--- config.mk ---
export PLATFORM = sky130hd
export DESIGN_NAME = instr_encoder
export DESIGN_NICKNAME = d
export VERILOG_FILES = /design/src/rtl/isa_pkg.sv /design/src/rtl/instr_class_check.sv /design/src/rtl/instr_encoder.sv
export SDC_FILE = /design/constraint.sdc
export NUM_CORES = 1
export LEC_CHECK = 0
export BUFFER_PORTS_ARGS = -buffer_cell sky130_fd_sc_hd__buf_2
export CAP_MARGIN = 30
export CORE_MARGIN = 2
export CORE_UTILIZATION = 47
export DETAILED_ROUTE_END_ITERATION = 10
export GPL_TIMING_DRIVEN = 0
export MAX_ROUTING_LAYER = met4
export PLACE_DENSITY = 0.75
export SETUP_SLACK_MARGIN = 0.05
export SLEW_MARGIN = 30
export SYNTH_ARGS = -nofsm -noshare
export SYNTH_HDL_FRONTEND = slang
export SYNTH_SLANG_ARGS = --single-unit
--- constraint.sdc ---
create_clock -name clock -period 3.4 [get_ports clock]
set_clock_uncertainty 0.15 [all_clocks]
set_input_delay 0.68 -clock clock [delete_from_list [all_inputs] [get_ports clock]]
set_output_delay 0.68 -clock clock [all_outputs]
set_load 0.05 [all_outputs]
--- src/rtl/isa_pkg.sv ---
// Shared ISA definitions: type encoding, opcode constants, field layout and the word packer.
package isa_pkg;

  // Field widths of the 32-bit instruction word.
  localparam int unsigned WordW   = 32;
  localparam int unsigned OpW     = 5;
  localparam int unsigned RegW    = 5;
  localparam int unsigned ShamtW  = 5;
  localparam int unsigned AluopW  = 5;
  localparam int unsigned ImmW    = 17;
  localparam int unsigned TargetW = 27;
  localparam int unsigned ErrW    = 8;

  // LSB position of each field inside the word; the decoder slices with the same numbers.
  localparam int unsigned OpLsb     = 27;
  localparam int unsigned RdLsb     = 22;
  localparam int unsigned RsLsb     = 17;
  localparam int unsigned RtLsb     = 12;
  localparam int unsigned ShamtLsb  = 7;
  localparam int unsigned AluopLsb  = 2;
  localparam int unsigned ImmLsb    = 0;
  localparam int unsigned TargetLsb = 0;

  // Instruction type classes as carried on in_type.
  typedef enum logic [1:0] {
    TypeR   = 2'b00,
    TypeI   = 2'b01,
    TypeJi  = 2'b10,
    TypeJii = 2'b11
  } instr_type_e;

  // Opcode constants, grouped by the class they belong to.
  localparam logic [OpW-1:0] OpAlu  = 5'b00000;  // R class
  localparam logic [OpW-1:0] OpAddi = 5'b00101;  // I class
  localparam logic [OpW-1:0] OpI07  = 5'b00111;
  localparam logic [OpW-1:0] OpI08  = 5'b01000;
  localparam logic [OpW-1:0] OpI02  = 5'b00010;
  localparam logic [OpW-1:0] OpI06  = 5'b00110;
  localparam logic [OpW-1:0] OpJ01  = 5'b00001;  // JI class
  localparam logic [OpW-1:0] OpJ03  = 5'b00011;
  localparam logic [OpW-1:0] OpJ16  = 5'b10110;
  localparam logic [OpW-1:0] OpJ15  = 5'b10101;
  localparam logic [OpW-1:0] OpJr04 = 5'b00100;  // JII class

  // Encoder control states.
  typedef enum logic [0:0] {
    StRun  = 1'b0,
    StFull = 1'b1
  } enc_state_e;

  // Field-level view of one incoming instruction.
  typedef struct packed {
    instr_type_e         ty;
    logic [OpW-1:0]      opcode;
    logic [RegW-1:0]     rd;
    logic [RegW-1:0]     rs;
    logic [RegW-1:0]     rt;
    logic [ShamtW-1:0]   shamt;
    logic [AluopW-1:0]   aluop;
    logic [ImmW-1:0]     imm;
    logic [TargetW-1:0]  target;
  } instr_fields_t;

  // Pack the fields of one instruction into its 32-bit word according to its type.
  function automatic logic [WordW-1:0] pack_word(instr_fields_t f);
    logic [WordW-1:0] w;
    w = '0;
    unique case (f.ty)
      TypeR:   w = {f.opcode, f.rd, f.rs, f.rt, f.shamt, f.aluop, 2'b00};
      TypeI:   w = {f.opcode, f.rd, f.rs, f.imm};
      TypeJi:  w = {f.opcode, f.target};
      TypeJii: w = {f.opcode, f.rd, 22'b0};
      default: w = '0;
    endcase
    return w;
  endfunction

endpackage

--- src/rtl/instr_class_check.sv ---
// Combinational legality check: is this opcode a member of the declared type class?
module instr_class_check
  import isa_pkg::*;
(
  input  logic [1:0]     instr_type,
  input  logic [OpW-1:0] opcode,
  output logic           ok
);

  instr_type_e ty;
  assign ty = instr_type_e'(instr_type);

  // Each defined opcode belongs to exactly one class; undefined opcodes are never ok.
  always_comb begin
    ok = 1'b0;
    unique case (opcode)
      OpAlu:                               ok = (ty == TypeR);
      OpAddi, OpI07, OpI08, OpI02, OpI06:  ok = (ty == TypeI);
      OpJ01, OpJ03, OpJ16, OpJ15:          ok = (ty == TypeJi);
      OpJr04:                              ok = (ty == TypeJii);
      default:                             ok = 1'b0;
    endcase
  end

endmodule

--- src/rtl/instr_encoder.sv ---
// Streaming instruction encoder: checks, packs and addresses instructions for the imem write port.
module instr_encoder
  import isa_pkg::*;
#(
  parameter int unsigned DEPTH  = 4096,
  parameter int unsigned ADDR_W = 12,
  parameter bit          WRAP   = 1'b0
) (
  input  logic                clock,
  input  logic                reset_n,
  input  logic                clear,
  input  logic                in_valid,
  output logic                in_ready,
  input  logic [1:0]          in_type,
  input  logic [OpW-1:0]      in_opcode,
  input  logic [RegW-1:0]     in_rd,
  input  logic [RegW-1:0]     in_rs,
  input  logic [RegW-1:0]     in_rt,
  input  logic [ShamtW-1:0]   in_shamt,
  input  logic [AluopW-1:0]   in_aluop,
  input  logic [ImmW-1:0]     in_imm,
  input  logic [TargetW-1:0]  in_target,
  output logic                out_valid,
  input  logic                out_ready,
  output logic [WordW-1:0]    out_word,
  output logic [ADDR_W-1:0]   out_addr,
  output logic                err_pulse,
  output logic [ErrW-1:0]     err_count,
  output logic                full
);

  localparam logic [ADDR_W-1:0] LastAddr = ADDR_W'(DEPTH - 1);

  enc_state_e          state_q;
  logic [ADDR_W-1:0]   addr_q;
  logic                out_valid_q;
  logic [WordW-1:0]    out_word_q;
  logic [ADDR_W-1:0]   out_addr_q;
  logic                err_pulse_q;
  logic [ErrW-1:0]     err_count_q;

  instr_fields_t       fields;
  logic [WordW-1:0]    packed_word;
  logic                class_ok;
  logic                handshake;
  logic                accept;
  logic                reject;

  // Gather the input fields and pack them into a word.
  always_comb begin
    fields        = '0;
    fields.ty     = instr_type_e'(in_type);
    fields.opcode = in_opcode;
    fields.rd     = in_rd;
    fields.rs     = in_rs;
    fields.rt     = in_rt;
    fields.shamt  = in_shamt;
    fields.aluop  = in_aluop;
    fields.imm    = in_imm;
    fields.target = in_target;
    packed_word   = pack_word(fields);
  end

  instr_class_check u_class_check (
    .instr_type (in_type),
    .opcode     (in_opcode),
    .ok         (class_ok)
  );

  // Ready only while running, the output slot is free or draining, and no restart is pending.
  assign in_ready  = (!out_valid_q || out_ready) && (state_q == StRun) && !clear && reset_n;
  assign handshake = in_valid && in_ready;
  assign accept    = handshake && class_ok;
  assign reject    = handshake && !class_ok;

  // Control FSM and address counter; clear restarts at address 0 and leaves FULL.
  always_ff @(posedge clock) begin
    if (!reset_n) begin
      state_q <= StRun;
      addr_q  <= '0;
    end else if (clear) begin
      state_q <= StRun;
      addr_q  <= '0;
    end else if (accept) begin
      if (addr_q == LastAddr) begin
        addr_q <= '0;
        if (!WRAP) begin
          state_q <= StFull;
        end
      end else begin
        addr_q <= addr_q + ADDR_W'(1);
      end
    end
  end

  // Output register: load on accept, otherwise drop valid once the consumer takes the word.
  always_ff @(posedge clock) begin
    if (!reset_n) begin
      out_valid_q <= 1'b0;
      out_word_q  <= '0;
      out_addr_q  <= '0;
    end else if (accept) begin
      out_valid_q <= 1'b1;
      out_word_q  <= packed_word;
      out_addr_q  <= addr_q;
    end else if (out_ready) begin
      out_valid_q <= 1'b0;
    end
  end

  // Reject reporting: one-cycle pulse and a saturating count that survives clear.
  always_ff @(posedge clock) begin
    if (!reset_n) begin
      err_pulse_q <= 1'b0;
      err_count_q <= '0;
    end else begin
      err_pulse_q <= reject;
      if (reject && (err_count_q != '1)) begin
        err_count_q <= err_count_q + ErrW'(1);
      end
    end
  end

  assign out_valid = out_valid_q;
  assign out_word  = out_word_q;
  assign out_addr  = out_addr_q;
  assign err_pulse = err_pulse_q;
  assign err_count = err_count_q;
  assign full      = (state_q == StFull);

endmodule

# After elaboration in Yosys (flattened, before gate mapping)
# Cells that the tools add are included.
# word_totals
regBits,67
input_bits,81
output_inout_bits,56
word_cells,49
# classes
addsub,2
n_eq_ne,15
muxes,5
n_bitwise,2
n_reduce_logical,18
# ops
operator,n
32-bit one-hot mux with 4 select lines,1
"5-bit by 3-bit == test with 1-bit output, second input constant",4
"12-bit by 1-bit adder with 12-bit output, second input constant",1
"12-bit == test, second input constant",1
12-bit 2-to-1 mux,1
"5-bit by 2-bit == test with 1-bit output, second input constant",2
"5-bit == test, second input constant",2
"8-bit by 1-bit adder with 8-bit output, second input constant",1
"8-bit inequality test, second input constant",1
1-bit logical AND,7
"5-bit by 1-bit == test with 1-bit output, second input constant",1
"5-bit by 4-bit == test with 1-bit output, second input constant",1
5-bit zero test,1
5-bit OR reduction,1
"2-bit == test, second input constant",2
1-bit one-hot mux with 4 select lines,1
4-bit OR reduction,1
1-bit zero test,3
"2-bit by 1-bit == test with 1-bit output, second input constant",1
2-bit zero test,1
1-bit 2-to-1 mux,2
1-bit NOT,2
2-bit AND reduction,1
2-bit nonzero test,1
2 further kinds,2

# Longest topological paths before layout
# Gate-level depths: netlist (run 1).
# logic_depth
depth_word,8
ltp_mapped,10
ltp_nobuf,7

# Modules after synthesis
# A second synthesis (run 1) with hierarchy kept.
# hier_totals
hier_cells,361
area_unflattened_um2,3070.4
# modules_own_cells
module,instances,cells_per_inst,area_per_inst_um2,seq_area_each_um2
instr_encoder,1,343,2967.8,1341.3
instr_class_check,1,18,102.6,0.0

# Least setup slack after synthesis (run 1)
# No wires, ideal clock.
# synth_path
path_type,input to register
start,input in_opcode[0]
end,register addr_q[7]
setup_time_ns,0.070
arrival_time_ns,2.472
required_ns,3.180
setup_slack_ns,0.708
stages,7
n_path_buf,1
path_cell_list,or4b_1 -> a2111o_1 -> o21ai_2 -> o21ai_2 -> buf_6 -> or4_1 -> a21oi_1
# synth_between
elab_chain_cells,4
word_cells_on_any_way,15
classes_between,eq/ne: 10; mux: 1; reduce/logical: 4
# synth_rtl
element,line_no,rtl
from (decl),instr_encoder.sv:15,"input logic [OpW-1:0] in_opcode,"
5-bit by 3-bit == test with 1-bit output (tied with other cells),instr_class_check.sv:16,unique case (opcode)
5-bit OR reduction or 4-bit OR reduction (tied branches),instr_class_check.sv:16,
1-bit one-hot mux with 4 select lines *,instr_class_check.sv:16,
1-bit logical AND *,instr_encoder.sv:73,assign accept = handshake && class_ok;
to (signal assigned),instr_encoder.sv:91,addr_q <= addr_q + ADDR_W'(1);
to (decl),instr_encoder.sv:35,logic [ADDR_W-1:0] addr_q;
# Every way passes the cells marked *; elsewhere a longest branch is shown, timed or not.
# A chain may end at the register's enable or synchronous reset.

# Worst setup path in the final report (run 1)
# layout_path
start,input in_opcode[0]
end,"register out_addr_q[0], in the netlist out_addr[0]"
# layout_between
elab_chain_cells,4
word_cells_on_any_way,15
classes_between,eq/ne: 10; mux: 1; reduce/logical: 4
# layout_rtl
element,line_no,rtl
5-bit by 3-bit == test with 1-bit output (tied with other cells),instr_class_check.sv:16,
5-bit OR reduction or 4-bit OR reduction (tied branches),instr_class_check.sv:16,
1-bit one-hot mux with 4 select lines *,instr_class_check.sv:16,
1-bit logical AND *,instr_encoder.sv:73,
to (signal assigned),instr_encoder.sv:105,out_addr_q <= addr_q;
to (decl),instr_encoder.sv:38,logic [ADDR_W-1:0] out_addr_q;
# Marked as above.

==> reports/qor.yml, run 1 <==
status:
  status: "finished clean"
floorplanning:
  rows: 29
  die-area_um2: 7300
  core_um2: 6390
  start_util: 0.488
  die_h_um: 85.4
  pin_count: 137
  die_w_um: 85.4
clocking:
  cts_setup_buffers: 0
  htree_num_levels: 3
  numCtsBuffers: 9
  root_buffer: "clkbuf_8"
  cts_resized: 0
  tritoncts: "yes"
  clockBufferDepth: 2
  clock_latency_ns: 0.34
  cts_hold_buf: 0
  path_clk_slew_ns: 0.07
  cts.sinks: 67
timing:
  setup_slack_ns: 0.668
  finalCritPeriodShare: 0.804
  finalMaxSlewViolations: 0
  fin_crit_ns: 2.73
  setup_viol: 0
  max_freq_mhz: 366
  slew_headroom: 0.552
  hold_slack_ns: 0.299
  worst_pin_slew_ns: 0.672
  report.final.hold_viol_count: 0
  tns_ns: 0
  rsz0062_at_grt: "no"
critical_path:
  cp.required_ns: 3.52
  slowest_stage: "or4b_1"
  r2r_start: "full$_SDFFE_PP0P_"
  crit_top_cell: "buf_2"
  reg2reg_setup_slack_ns: 1.23
  path_max_fanout: 10
  reg2reg_to: "err_count[3]$_SDFFE_PN0P_"
  slowest_delay_ns: 0.53
  r2r_cells: 6
  worstPathCellList: "buf_2 -> or4b_1 -> a2111o_1 -> o21a_1 -> a21oi_4 -> buf_2 -> nand2_1 -> a21oi_1"
  endpoint_kind: "flip-flop"
  cp.arrival_ns: 2.85
  cp-start-kind: "primary input"
  worstSetupPathType: "primary input to flip-flop"
cells_and_area:
  fin_cells: 608
  postLayoutCoreUtil: 0.643
  num-fill-cells: 573
  register_area_um2: 1340
  layout_commonest_cell: "buf_2"
  layout-drive-gt1-share: 0.309
  multiInputGateArea_um2: 1650
  layout_common_cells: "buf_2, dfxtp_1, nor2_1, nand2_1, a21oi_1"
  diodes: 0
  syn_to_final_growth_pct: 31.8
  fin_nets: 610
power:
  p_per_area_nw_per_um2: 409
  vdd_drop_max_mv: 0.314
  p_leak_nw: 1.76
global_route:
  grt_use_total: 0.265
  grt_pass1_wl_um: 14900
  antenna_found_initial: 0
  grt_max_degree: 12
  first_global_vias: 3228
  grt_remaining_overflow: 0
routing:
  num_vias: 3369
  drc_errors: 0
  viasPerCell: 5.54
  wl_per_cell_um: 15.1
  totalWireLength_um: 9160
  ant_nets: 0
  dr.pass1.iters: 7
  first_iter_violations: 123
synth:
  syn_avg_cell_area_um2: 8.20
  ys_types: 41
  ys_warn_count: 0
  syn_inst: 380
  syn_nets: 463
  syn_area_um2: 3120
  ys_seq_area_frac: 0.431
  synth-seq-cells: 67
job:
  cap_violations: 0
place:
  portBuffers: 136
  dp_hpwl_um: 6870
  gp_congestion: 0.907
  dp.cells: 593
  post-place-ws_ns: 0.350
min_path:
  hold_end: "out_addr[9]$_SDFFE_PN0P_"
  holdCritStartpoint: "out_addr[9]$_SDFFE_PN0P_"
  worstHoldPathCells: 2
  min_path_type: "flip-flop to flip-flop"
[sequential cells by signal, indices dropped and copies added, names as in the netlist]
| signal | count |
|---|---|
| out_valid | 1 |
| err_count | 8 |
| full | 1 |
| out_word | 32 |
| out_addr | 12 |
| err_pulse | 1 |
| addr_q | 12 |
[metrics by stage]
| stage | cell area (µm²) | total power (W) |
|---|---|---|
| 2_1_floorplan | 3120 | 0.000901 |
| 3_3_place_gp | 3890 | 0.000972 |
| 3_5_place_dp | 3890 | 0.000977 |
| 4_1_cts | 4110 | 0.00169 |
| 5_1_grt | 4110 | 0.00175 |
| 6_report | 4110 | 0.00168 |
[Yosys cell counts]
master,instances,area [µm²]
a2111o_1,1,11.3
a2111oi_2,1,15.0
a211o_1,2,17.5
a211oi_1,20,150
a211oi_2,1,12.5
a21oi_1,34,170
a21oi_4,1,16.3
a221oi_1,7,61.3
a31oi_1,3,18.8
and3_1,5,31.3
and4_1,2,17.5
buf_1,1,3.75
buf_2,6,30.0
buf_4,1,7.51
buf_6,1,11.3
clkbuf_1,16,60.1
clkinv_1,1,3.75
dfxtp_1,67,1340
ha_1,2,25.0
inv_1,3,11.3
mux2i_1,22,220
nand2_1,45,169
nand2b_1,2,12.5
nand3_1,10,50.1
nand3b_1,5,37.5
nand4_1,2,12.5
nand4b_1,1,8.76
nor2_1,56,210
nor2b_1,3,18.8
nor3_1,22,110
nor4b_1,1,8.76
o211ai_1,1,7.51
o21a_1,1,7.51
o21ai_0,12,60.1
o21ai_2,2,17.5
o31ai_1,2,15.0
or3_1,8,50.1
or4_1,4,30.0
or4b_1,1,10.0
xnor2_1,1,8.76
xor2_1,4,35.0
[where the power goes]
part | internal [W] | leakage, nW | total, W | switching, W
registers | 0.000790 | 0.540 | 0.000793 | 0.00000331
logic | 0.0000665 | 1.12 | 0.000166 | 0.0000998
clock network | 0.000426 | 0.108 | 0.000722 | 0.000295
total | 0.00128 | 1.76 | 0.00168 | 0.000399
[worst max-delay path, delay by kind of cell]
kind	cells	cell delay, ns
AOI/OAI and AO/OA	4	1.08
and+or+nand+nor	2	0.62
buffers and inverters	2	0.46
[cell type report]
type	count	share of cell area
Multi-Input combinational cell	284	0.401
Sequential cell	67	0.327
Timing Repair Buffer	136	0.166
Clock buffer	10	0.0335
Buffer	25	0.0274
Tap cell	77	0.0235
Clock inverter	5	0.0189
Inverter	4	0.00366
[routing by layer]
layer / share of wire / vias up / routed length [µm] / track usage
met1: 0.43 / 1553 / 3970 / 0.333
li1: - / 1660 / - / -
met2: 0.47 / 131 / 4300 / 0.418
met3: 0.071 / 25 / 647 / 0.0409
met5: 0 / - / 0 / -
met4: 0.027 / 0 / 246 / 0.126
[cells by family (layout without fill, tap and decap cells)]
| logic type | Yosys count | in the layout | synth area share |
|---|---|---|---|
| AO/OA/AOI/OAI | 88 | 88 | 0.186 |
| XOR/XNOR | 5 | 5 | 0.0141 |
| adder cells (fa/ha/maj) | 2 | 2 | 0.00803 |
| buffers and inverters | 29 | 180 | 0.0410 |
| flip-flops | 67 | 67 | 0.431 |
| multiplexers | 22 | 22 | 0.0707 |
| AND/OR/NAND/NOR | 167 | 167 | 0.249 |
[worst max path at each step]
stage,from,end,slack (ns),cells past startpoint
after floorplan,in_opcode[0],addr_q[7]$_SDFFE_PP0P_,0.71,7
after global placement,in_opcode[0],out_addr[0]$_SDFFE_PN0P_,0.37,8
after detailed placement,in_opcode[0],out_addr[0]$_SDFFE_PN0P_,0.35,8
after CTS,in_opcode[0],out_addr[0]$_SDFFE_PN0P_,0.68,8
after global routing,in_opcode[0],out_word[27]$_SDFFE_PN0P_,0.51,8
final,in_opcode[0],out_addr[0]$_SDFFE_PN0P_,0.67,8
Note: power is estimated with default switching activity, not from simulation.
==> run 2, diff against run 1 <==
==> constraint.sdc (replaced) <==
create_clock -name clock -period 2.55 [get_ports clock]
set_clock_uncertainty 0.15 [all_clocks]
set_input_delay 0.51 -clock clock [delete_from_list [all_inputs] [get_ports clock]]
set_output_delay 0.51 -clock clock [all_outputs]
set_load 0.05 [all_outputs]
==> reports/qor.yml, run 2 (synthesis results as in run 1) <==
clocking:
  numCtsBuffers: 9  # unchanged
  clockBufferDepth: 2  # unchanged
  cts.sinks: 67  # unchanged
  tritoncts: "yes"
  clock_latency_ns: 0.35  # about the same
  cts_hold_buf: 0  # unchanged
  root_buffer: "clkbuf_8"
  htree_num_levels: 3  # unchanged
  path_clk_slew_ns: 0.07  # about the same
global_route:
  grt_max_degree: 12  # unchanged
  grt_remaining_overflow: 0  # unchanged
  grt_use_total: 0.255  # -0.00969
  antenna_found_initial: 0  # unchanged
  first_global_vias: 3138  # -2.8%
  grt_pass1_wl_um: 14500  # -3.0%
critical_path:
  endpoint_kind: "flip-flop"
  path_max_fanout: 10  # unchanged
  cp.arrival_ns: 2.59  # -0.26 ns
  cp.required_ns: 2.66  # -0.86 ns
  cp-start-kind: "primary input"
  worstSetupPathType: "primary input to flip-flop"
power:
  vdd_drop_max_mv: 0.334  # +6.4%
  clkPwrFrac: 0.377  # -0.052
  swShare: 0.263  # +0.0260
  power_w: 0.00207  # +23%
  pwr-share-comb: 0.111  # +0.012
  p_seq_frac: 0.512  # +0.040
  p_per_area_nw_per_um2: 493  # +20%
  power.switching_w: 0.000544  # +36%
  intPower_w: 0.00152  # +19%
  p_leak_nw: 1.79  # +1.3%
cells_and_area:
  layout-drive-gt1-share: 0.345  # +0.0363
  fin_area_um2: 4190  # +2.1%
  largest_reg_flops: 32  # unchanged
  layout_common_cells: "buf_2, dfxtp_1, nor2_1, nand2_1, a21oi_1"
  diodes: 0  # unchanged
  layout_commonest_cell: "buf_2"
  fin_nets: 614  # +0.66%
  syn_to_final_growth_pct: 34.6
routing:
  ant_nets: 0  # unchanged
  num_vias: 3375  # +0.18%
  totalWireLength_um: 9250  # +1.0%
  drc_errors: 0  # unchanged
  dr.pass1.iters: 4  # -3
  wl_per_cell_um: 15.1  # +0.18%
  viasPerCell: 5.51  # -0.64%
  first_iter_violations: 137  # +11%
timing:
  finalCritPeriodShare: 0.972
  slew_headroom: 0.492  # -0.0598
  fin_crit_ns: 2.48
  finalMaxSlewViolations: 0  # unchanged
  setup_viol: 0  # unchanged
  rsz0062_at_grt: "yes"
  report.final.hold_viol_count: 0  # unchanged
  worst_pin_slew_ns: 0.762  # +0.0898 ns
  max_freq_mhz: 403
floorplanning:
  start_util: 0.488  # unchanged
  die_w_um: 85.4  # unchanged
  die-area_um2: 7300  # unchanged
  die_h_um: 85.4  # unchanged
  core_um2: 6390  # unchanged
  rows: 29  # unchanged
  pin_count: 137  # unchanged
place:
  gp_congestion: 0.935  # +3.1%
  place_area_um2: 3890  # unchanged
  dp_hpwl_um: 6700  # -2.6%
  portBuffers: 136  # unchanged
job:
  cap_violations: 0  # unchanged
min_path:
  min_path_type: "primary input to flip-flop"
status:
  status: "finished clean"
## run 2: layer usage
metal,up-vias,GRT usage,part of all wire
met3,17,0.0759,0.074
met2,119,0.389,0.48
met1,1579,0.320,0.43
met5,-,-,0
li1,1660,-,-
met4,0,0.0967,0.021
## run 2: path summary, 6_finish.rpt
check	from	endpoint	slack, ns	depth (start not counted)
worst min-delay path	in_target[3]	out_word[3]$_SDFFE_PN0P_	0.29	3
worst max-delay path	in_opcode[2]	out_word[12]$_SDFFE_PN0P_	0.07	8
worst min register to register	out_addr[8]$_SDFFE_PN0P_	out_addr[8]$_SDFFE_PN0P_	0.30	2
worst max register to register	full$_SDFFE_PP0P_	err_count[7]$_SDFFE_PN0P_	0.42	6
## run 2: critical path, stage by stage
cell and delay (ns):
buf_4 0.13, or4b_4 0.53, a2111o_1 0.46, o21a_2 0.20
a21oi_4 0.28, buf_4 0.23, nor2_1 0.06, nor3_1 0.19
## run 2: repair_timing
action                                  in CTS  in global routing
cloned                                       0                  1
pin swaps                                    1                 10
setup buffers                                1                  2
resized for setup                            1                 39
endpoints found under the setup margin      27                 48
## run 2: cell type report
class	instances	area [µm²]
Fill cell	588	2190
Multi-Input combinational cell	284	1720
Sequential cell	67	1340
Timing Repair Buffer	140	711
Clock buffer	12	145
Buffer	25	139
Tap cell	77	96.3
Clock inverter	4	26.3
Inverter	4	15.0
## run 2: power groups by stage
stage                     sequential [W]  combinational (W)  clock [W]
after floorplan                  0.00111          0.0000946          0
after global placement           0.00108           0.000215          0
after detailed placement         0.00108           0.000220          0
after CTS                        0.00106           0.000222   0.000783
after global routing             0.00106           0.000250   0.000833
final                            0.00106           0.000230   0.000779
## run 2: through the flow
stage	cells	hold slack [ns]	util	setup WS, ns	setup TNS, ns
floorplan	380	0.303	-	0.0279	0
global placement	593	0.291	0.610	-0.335	-15.70
detailed placement	593	0.294	0.610	-0.349	-16.61
CTS	610	0.287	0.638	0.0379	0
global route	613	0.299	0.657	-0.0187	-0.0291
finish	613	0.291	0.657	0.0714	0
==> run 3, diff against run 2 <==
--- a/config.mk
+++ b/config.mk
@@ -7,6 +7,7 @@
 export LEC_CHECK = 0
 export BUFFER_PORTS_ARGS = -buffer_cell sky130_fd_sc_hd__buf_2
 export CAP_MARGIN = 30
+export CORE_ASPECT_RATIO = 1.75
 export CORE_MARGIN = 2
 export CORE_UTILIZATION = 47
 export DETAILED_ROUTE_END_ITERATION = 10
==> reports/qor.yml, run 3 (synthesis results as in run 1) <==
cells_and_area:
  syn_to_final_growth_pct: 39.7
  fin_nets: 613  # -0.16%
  layout_commonest_cell: "buf_2"
  layout-drive-gt1-share: 0.346  # +0.000645
  postLayoutCoreUtil: 0.671  # +0.0138
  diodes: 0  # unchanged
  fin_area_um2: 4350  # +3.8%
  layout_common_cells: "buf_2, dfxtp_1, nor2_1, nand2_1, a21oi_1"
  num-fill-cells: 564  # -4.1%
  largest_reg_flops: 32  # unchanged
floorplanning:
  rows: 39  # +34%
  core_um2: 6490  # +1.6%
  pin_count: 137  # unchanged
  die-area_um2: 7320  # +0.36%
  die_w_um: 65.5  # -23%
  start_util: 0.480  # -0.00781
  die_h_um: 112  # +31%
routing:
  dr.pass1.iters: 4  # unchanged
  first_iter_violations: 132  # -3.6%
  drc_errors: 0  # unchanged
  num_vias: 3352  # -0.68%
  ant_nets: 0  # unchanged
  viasPerCell: 5.43  # -1.3%
  wl_per_cell_um: 15.4  # +1.9%
  totalWireLength_um: 9490  # +2.6%
clocking:
  cts.sinks: 67  # unchanged
  clockBufferDepth: 2  # unchanged
  numCtsBuffers: 9  # unchanged
  tritoncts: "yes"
  path_clk_slew_ns: 0.06  # about the same
  htree_num_levels: 3  # unchanged
  clock_latency_ns: 0.34  # about the same
  root_buffer: "clkbuf_16"
global_route:
  grt_max_degree: 13  # +1
  use_met1: 0.265  # -0.0549
  grt_remaining_overflow: 0  # unchanged
  top_usage_layer: "met2"
  use_met3: 0.0778  # +0.00190
  first_global_vias: 3296  # +5.0%
  grtUsageMet2: 0.501  # +0.111
  antenna_found_initial: 0  # unchanged
  grt_use_total: 0.276  # +0.0209
  grt_pass1_wl_um: 15100  # +4.5%
critical_path:
  worstSetupPathType: "primary input to flip-flop"
  cp-start-kind: "primary input"
  cp.required_ns: 2.67  # about the same
  slowest_delay_ns: 0.53  # about the same
  cp.arrival_ns: 2.56  # -0.03 ns
  crit_top_cell: "o21ai_2"
  slowest_stage: "or4b_1"
  worstPathCellList: "buf_2 -> or4b_1 -> a2111o_1 -> o21ai_2 -> o21ai_2 -> buf_6 -> or4_4 -> a21oi_2"
  path_max_fanout: 7  # -3
  endpoint_kind: "flip-flop"
timing:
  max_freq_mhz: 410  # +1.5%
  fin_crit_ns: 2.44  # -0.0367 ns
  finalCritPeriodShare: 0.958  # -0.0144
  setup_slack_ns: 0.108  # +0.0367 ns
  setup_viol: 0  # unchanged
  worst_pin_slew_ns: 0.674  # -0.0879 ns
  finalMaxSlewViolations: 0  # unchanged
  slew_headroom: 0.551  # +0.0586
  rsz0062_at_grt: "yes"
  report.final.hold_viol_count: 0  # unchanged
power:
  vdd_drop_max_mv: 0.381  # +14%
  p_leak_nw: 1.86  # +4.2%
  p_per_area_nw_per_um2: 621  # +26%
place:
  dp_hpwl_um: 7150  # +6.8%
  portBuffers: 136  # unchanged
  gp_congestion: 0.862  # -7.8%
  post-place-ws_ns: -0.340  # +0.00856 ns
  place_area_um2: 3900  # +0.16%
job:
  cap_violations: 0  # unchanged
status:
  status: "finished clean"
min_path:
  min_path_type: "flip-flop to flip-flop"
run 3: cell count changes in the layout (fill, tap and decap cells not counted), moves of 3 or more:
| cell | before | now |
|---|---|---|
| clkbuf_8 | 10 | 0 |
| clkbuf_16 | 0 | 9 |
| buf_4 | 8 | 5 |
| bufinv_16 | 0 | 3 |
run 3: repair_timing:
item / 4_1_cts / 5_1_grt
setup endpoints to repair: 24 / 59
resized for setup: 4 / 28
hold buffers: 0 / 0
pin swaps: 1 / 3
setup buffers: 0 / 2
gates cloned: 0 / 1
run 3: metal layers:
| layer | vias to the layer above | routed length [µm] |
|---|---|---|
| met1 | 1551 | 3340 |
| met5 | - | 0 |
| li1 | 1658 | - |
| met2 | 130 | 5230 |
| met3 | 13 | 743 |
| met4 | 0 | 167 |
run 3: power breakdown:
group          total (W)  switching, W  internal [W]
Sequential       0.00106    0.00000442       0.00105
Combinational   0.000232      0.000141     0.0000918
Clock            0.00141      0.000460      0.000952
run 3: critical path, delay by kind of cell:
| kind | cells | cell delay, ns |
|---|---|---|
| AND/OR/NAND/NOR | 2 | 1.04 |
| AO/OA/AOI/OAI | 4 | 0.73 |
| buffers and inverters | 2 | 0.28 |
run 3: stage by stage:
stage                     hold slack (ns)  setup TNS (ns)  instances  power, W
after floorplan                     0.303               0        380   0.00120
after global placement              0.286          -13.76        598   0.00130
after detailed placement            0.294          -16.38        598   0.00130
after CTS                           0.301               0        614   0.00271
after global routing                0.318         -0.0174        617   0.00279
final                               0.299               0        617   0.00270
run 3: layout make-up:
| cell class | count | area, µm² | area share |
|---|---|---|---|
| clock buffers | 9 | 225 | 0.0518 |
| clock inverters | 7 | 116 | 0.0267 |
| flip-flops and latches | 67 | 1340 | 0.308 |
| multi-input cells | 284 | 1710 | 0.394 |
| plain buffers | 25 | 136 | 0.0313 |
| repair buffers | 139 | 701 | 0.161 |
| well taps | 82 | 103 | 0.0236 |
| inverters | 4 | 15.0 | 0.00345 |
run 3: path summary, 6_finish.rpt:
kind | startpoint | to | slack [ns] | cells after the start
max | in_opcode[0] | addr_q[7]$_SDFFE_PP0P_ | 0.11 | 8
min | out_addr[2]$_SDFFE_PN0P_ | out_addr[2]$_SDFFE_PN0P_ | 0.30 | 2
max reg2reg | full$_SDFFE_PP0P_ | err_count[7]$_SDFFE_PN0P_ | 0.45 | 6
min reg2reg | out_addr[2]$_SDFFE_PN0P_ | out_addr[2]$_SDFFE_PN0P_ | 0.30 | 2
